===== src/rtl/twowire_apb_splitter.sv =====
`default_nettype none
// +--------------------------------------------------------------------------+
// | twowire_apb_splitter: registered APB3 decoder/fan-out behind the DTM.     |
// | Revision: 1.0                                                            |
// +--------------------------------------------------------------------------+
module twowire_apb_splitter #(
  parameter int                         W_ADDR     = 8,
  parameter int                         N_SLAVES   = 2,
  parameter logic [N_SLAVES*W_ADDR-1:0] SLAVE_BASE = '0,
  parameter logic [N_SLAVES*W_ADDR-1:0] SLAVE_MASK = '0,
  parameter int                         TIMEOUT    = 255,
  parameter int                         W_TOCTR    = 8
) (
  input  logic                   dck,
  input  logic                   drst_n,
  input  logic [W_ADDR-1:0]      s_paddr,
  input  logic                   s_psel,
  input  logic                   s_penable,
  input  logic                   s_pwrite,
  input  logic [31:0]            s_pwdata,
  output logic                   s_pready,
  output logic                   s_pslverr,
  output logic [31:0]            s_prdata,
  output logic [W_ADDR-1:0]      m_paddr,
  output logic [N_SLAVES-1:0]    m_psel,
  output logic                   m_penable,
  output logic                   m_pwrite,
  output logic [31:0]            m_pwdata,
  input  logic [N_SLAVES-1:0]    m_pready,
  input  logic [N_SLAVES-1:0]    m_pslverr,
  input  logic [32*N_SLAVES-1:0] m_prdata,
  output logic                   timeout_evt
);

  typedef enum logic [1:0] {
    ST_IDLE   = 2'd0,
    ST_SETUP  = 2'd1,
    ST_ACCESS = 2'd2,
    ST_RESP   = 2'd3
  } state_t;

  localparam bit                 c_to_en   = (TIMEOUT != 0);
  localparam logic [W_TOCTR-1:0] c_to_last = W_TOCTR'(TIMEOUT - 1);

  state_t              state_q, state_d;
  logic [N_SLAVES-1:0] m_psel_q, m_psel_d;
  logic                m_penable_q, m_penable_d;
  logic [W_ADDR-1:0]   m_paddr_q, m_paddr_d;
  logic                m_pwrite_q, m_pwrite_d;
  logic [31:0]         m_pwdata_q, m_pwdata_d;
  logic                s_pready_q, s_pready_d;
  logic                s_pslverr_q, s_pslverr_d;
  logic [31:0]         s_prdata_q, s_prdata_d;
  logic                timeout_evt_q, timeout_evt_d;
  logic [W_TOCTR-1:0]  cnt_q, cnt_d;

  logic                w_dec_hit;
  logic [N_SLAVES-1:0] w_dec_sel;
  logic                w_sel_rdy;
  logic                w_sel_err;
  logic [31:0]         w_sel_rdata;

  // Priority decode: the first matching region claims the address.
  always_comb begin
    w_dec_hit = 1'b0;
    w_dec_sel = '0;
    for (int i = 0; i < N_SLAVES; i++) begin
      if (!w_dec_hit &&
          ((s_paddr & SLAVE_MASK[W_ADDR*i +: W_ADDR]) == SLAVE_BASE[W_ADDR*i +: W_ADDR])) begin
        w_dec_sel[i] = 1'b1;
        w_dec_hit    = 1'b1;
      end
    end
  end

  // The latched one-hot select doubles as the response lane select.
  always_comb begin
    w_sel_rdy   = 1'b0;
    w_sel_err   = 1'b0;
    w_sel_rdata = '0;
    for (int i = 0; i < N_SLAVES; i++) begin
      if (m_psel_q[i]) begin
        w_sel_rdy   = w_sel_rdy | m_pready[i];
        w_sel_err   = w_sel_err | m_pslverr[i];
        w_sel_rdata = w_sel_rdata | m_prdata[32*i +: 32];
      end
    end
  end

  always_comb begin
    state_d       = state_q;
    m_psel_d      = m_psel_q;
    m_penable_d   = m_penable_q;
    m_paddr_d     = m_paddr_q;
    m_pwrite_d    = m_pwrite_q;
    m_pwdata_d    = m_pwdata_q;
    s_pready_d    = 1'b0;
    s_pslverr_d   = s_pslverr_q;
    s_prdata_d    = s_prdata_q;
    timeout_evt_d = 1'b0;
    cnt_d         = cnt_q;
    case (state_q)
      ST_IDLE: begin
        if (s_psel && !s_penable) begin
          m_paddr_d  = s_paddr;
          m_pwrite_d = s_pwrite;
          m_pwdata_d = s_pwdata;
          if (w_dec_hit) begin
            m_psel_d = w_dec_sel;
            state_d  = ST_SETUP;
          end else begin
            s_pslverr_d = 1'b1;
            s_prdata_d  = '0;
            s_pready_d  = 1'b1;
            state_d     = ST_RESP;
          end
        end
      end
      ST_SETUP: begin
        cnt_d       = '0;
        m_penable_d = 1'b1;
        state_d     = ST_ACCESS;
      end
      ST_ACCESS: begin
        // A ready on the terminal count wins over the abort.
        if (w_sel_rdy) begin
          s_prdata_d  = w_sel_rdata;
          s_pslverr_d = w_sel_err;
          s_pready_d  = 1'b1;
          m_psel_d    = '0;
          m_penable_d = 1'b0;
          state_d     = ST_RESP;
        end else if (c_to_en && (cnt_q == c_to_last)) begin
          s_prdata_d    = '0;
          s_pslverr_d   = 1'b1;
          s_pready_d    = 1'b1;
          timeout_evt_d = 1'b1;
          m_psel_d      = '0;
          m_penable_d   = 1'b0;
          state_d       = ST_RESP;
        end else begin
          cnt_d = cnt_q + W_TOCTR'(1);
        end
      end
      ST_RESP: begin
        state_d = ST_IDLE;
      end
      default: begin
        state_d = ST_IDLE;
      end
    endcase
  end

  always_ff @(posedge dck) begin
    if (!drst_n) begin
      state_q       <= ST_IDLE;
      m_psel_q      <= '0;
      m_penable_q   <= 1'b0;
      m_paddr_q     <= '0;
      m_pwrite_q    <= 1'b0;
      m_pwdata_q    <= '0;
      s_pready_q    <= 1'b0;
      s_pslverr_q   <= 1'b0;
      s_prdata_q    <= '0;
      timeout_evt_q <= 1'b0;
      cnt_q         <= '0;
    end else begin
      state_q       <= state_d;
      m_psel_q      <= m_psel_d;
      m_penable_q   <= m_penable_d;
      m_paddr_q     <= m_paddr_d;
      m_pwrite_q    <= m_pwrite_d;
      m_pwdata_q    <= m_pwdata_d;
      s_pready_q    <= s_pready_d;
      s_pslverr_q   <= s_pslverr_d;
      s_prdata_q    <= s_prdata_d;
      timeout_evt_q <= timeout_evt_d;
      cnt_q         <= cnt_d;
    end
  end

  assign s_pready    = s_pready_q;
  assign s_pslverr   = s_pslverr_q;
  assign s_prdata    = s_prdata_q;
  assign m_paddr     = m_paddr_q;
  assign m_psel      = m_psel_q;
  assign m_penable   = m_penable_q;
  assign m_pwrite    = m_pwrite_q;
  assign m_pwdata    = m_pwdata_q;
  assign timeout_evt = timeout_evt_q;

endmodule
`default_nettype wire

===== config.mk =====
export PLATFORM = sky130hd
export DESIGN_NAME = twowire_apb_splitter
export DESIGN_NICKNAME = d
export VERILOG_FILES = /design/src/rtl/twowire_apb_splitter.sv
export SDC_FILE = /design/constraint.sdc
export NUM_CORES = 1
export LEC_CHECK = 0
export ABC_CLOCK_PERIOD_IN_PS = 1750
export BUFFER_PORTS_ARGS = -buffer_cell sky130_fd_sc_hd__buf_2
export CAP_MARGIN = 10
export CORE_MARGIN = 2
export CORE_UTILIZATION = 43
export DETAILED_ROUTE_END_ITERATION = 8
export PLACE_DENSITY = 0.78
export SLEW_MARGIN = 10
export SYNTH_ARGS = -nofsm -noshare
export SYNTH_HDL_FRONTEND = slang
export SYNTH_SLANG_ARGS = --single-unit

===== constraint.sdc =====
create_clock -name dck -period 1.75 [get_ports dck]
set_input_delay 0.175 -clock dck [delete_from_list [all_inputs] [get_ports dck]]
set_output_delay 0.175 -clock dck [all_outputs]
set_load 0.01 [all_outputs]

==> results.json <==
{
  "fp.dieH_um": 90.14,
  "clockBufferDepth": 2,
  "worst_slack_ns": 0.1588,
  "diodes": 0,
  "synth_ff_type": "dfxtp_1",
  "timing.fmax_mhz": 628.5,
  "irDropWorstVdd_mv": 0.5029,
  "grt_usage_pct": 20.09,
  "first_iter_violations": 103,
  "avgRoutedWirePerCell_um": 13.54,
  "place.gp.congestion": 0.7889,
  "crit_type": "reg2reg",
  "rows": 31,
  "worstPathCellList": "inv_1 > ha_1 > o2111ai_1 > or4_1 > o21ai_1",
  "drv_cap": 0,
  "fin_tns_setup_ns": 0,
  "syn_area_per_cell_um2": 9.275,
  "nets": 613,
  "timing.rr.start": "state_q[1]",
  "synthDominantCellAreaShare_pct": 55.22,
  "cts_tree": "yes",
  "crit_arrival_ns": 1.88,
  "ctsResizeCount": 0,
  "htree_levels": 3,
  "synth_seq_cells": 88,
  "ys_types": 42,
  "dieArea_um2": 8125,
  "synthTopCellsByArea": "dfxtp_1 55%, nand2_1 11%, a22o_1 8.8%",
  "grt_overflow_total": 0,
  "die_w_um": 90.14,
  "status": "finished, final reports clean",
  "viasPerCell": 4.973,
  "final_common_cell": "buf_2",
  "skew_ns": 0.01207,
  "rr_worst_depth": 5,
  "numCtsBuffers": 9,
  "cp.buffers_inverters": 1,
  "rsz0062_at_grt": "false",
  "start_util_pct": 44.22,
  "setup_viol": 0,
  "path_max_fanout": 7,
  "power_density_nw_per_um2": 1129,
  "fin_crit_sh_pct": 90.93,
  "cts_setup_buffers": 0,
  "io_pins": 192,
  "hp-class": "in2reg",
  "start_kind": "flip-flop",
  "final_antenna_net_count": 0,
  "critPathSlowestCell": "or4_1",
  "synthArstFlopShare_pct": 0,
  "synth_edf_count": 0,
  "mostFrequentLayoutCells": "156 x buf_2, 90 x nand2_1, 88 x dfxtp_1",
  "fillers": 657,
  "ys_seq_area_share_pct": 55.22,
  "netlist_instances": 344,
  "worstPathRequired_ns": 2.04,
  "worstSetupEndpoint": "cnt_q[6]",
  "first_pass_iters": 4,
  "cts.sinks": 88,
  "reg2reg_setup_slack_ns": 0.16,
  "syn-num-nets": 462,
  "path_delay_family": "simple AND/OR/NAND/NOR gates",
  "hpwl_mm": 5.765,
  "end_kind": "flip-flop",
  "fin_crit_ns": 1.591,
  "area_growth_pct": 34.71,
  "synth_top_area_cell": "dfxtp_1",
  "critPathMaxStageDelay_ns": 0.42,
  "grt_max_degree": 42,
  "cts_root_buf": "clkbuf_8",
  "wirelength_mm": 8.111,
  "numPortBuffers": 156,
  "layout.cells.non_filler": 599,
  "grt_pass1_wl_mm": 13.32,
  "syn_area_um2": 3191,
  "power.static_leakage_nw": 2.018,
  "worstSetupStartpoint": "state_q[1]",
  "grt_antenna_before_repair": 0,
  "core_area_um2": 7214,
  "num_vias": 2979,
  "clk_transition_reported_paths_ns": 0.09,
  "worstReg2RegEnd": "cnt_q[6]",
  "finalMaxSlewViolations": 0,
  "first_global_vias": 2867,
  "drive_gt1_share_pct": 37.80,
  "clk_latency_ns": 0.35,
  "cp.depth": 5,
  "drc": 0,
  "utilization_pct": 59.57,
  "yosys_warnings": 0,
  "dp_cells": 583,
  "hold_buffers": 0,
  "place_ws_ns": 0.1692,
  "finalHoldViolCount": 0
}
## how the worst min path moves through the flow
stage,startpoint,to,slack (ns),cells past startpoint
detailed placement,m_prdata[12],s_prdata[12],0.40,2
floorplan,m_prdata[0],s_prdata[0],0.31,1
finish,m_prdata[24],s_prdata[24],0.03,2
global route,m_prdata[21],s_prdata[21],0.01,2
global placement,m_prdata[16],s_prdata[16],0.39,2
CTS,m_prdata[24],s_prdata[24],0.02,2
## metrics by stage
stage / hold slack [ns] / cell area [um2] / power, mW
2_1_floorplan: 0.3077 / 3191 / 3.010
3_3_place_gp: 0.3918 / 4084 / 3.376
3_5_place_dp: 0.3957 / 4084 / 3.423
4_1_cts: 0.02143 / 4295 / 4.884
5_1_grt: 0.01085 / 4298 / 5.119
6_report: 0.02833 / 4298 / 4.852
## routing by layer
metal | wire length, um | part of all wire [%] | vias up | global-route usage [%]
met5 | 0 | 0 | - | 0
met4 | 277 | 3.4 | 0 | 10.51
met3 | 378 | 4.7 | 25 | 4.443
met2 | 4080 | 50 | 102 | 34.46
met1 | 3374 | 42 | 1367 | 23.44
li1 | - | - | 1485 | -
## cells by family after synthesis
| group | count (synthesis) | share of synthesized area (%) |
|---|---|---|
| simple gates | 118 | 16.12 |
| compound gates | 102 | 21.26 |
| flops | 88 | 55.22 |
| buf+inv | 28 | 4.706 |
| fa+ha+maj | 5 | 1.961 |
| mux | 2 | 0.6275 |
| other cells | 1 | 0.1175 |
## synth_stat cells (all sizes together), types with 2 or more instances
master   n
nand3b   2
ha       5
mux2i    2
nand2   90
nand4b   2
nor2     9
a22o    32
o21ai   10
and2     2
buf     15
nand4    2
and3     3
nand3    3
inv      5
dfxtp   88
clkbuf   7
a21oi   51
nor2b    2
## layout make-up
type | count | area [um2] | area share (%)
clock buffer | 10 | 137.6 | 3.202
sequential | 88 | 1762 | 40.99
inverter | 6 | 22.52 | 0.5240
tap | 99 | 123.9 | 2.882
multi-input combinational | 228 | 1290 | 30.01
clock inverter | 6 | 73.82 | 1.718
timing repair buffer | 162 | 888.4 | 20.67
## flip-flops by register name (all words and copies together), names as in the netlist
signal / count
s_prdata: 32
m_penable: 1
m_pwrite: 1
s_pslverr: 1
s_pready: 1
m_psel: 1
m_pwdata: 32
m_paddr: 8
state_q: 2
cnt_q: 8
timeout_evt: 1
## where the power goes
part / internal (mW) / switching, mW / leakage (nW)
clock: 0.716 / 0.743 / 0.101
combinational: 0.473 / 0.669 / 1.20
sequential: 2.17 / 0.0849 / 0.713
Power figures use the tool's default switching activity.
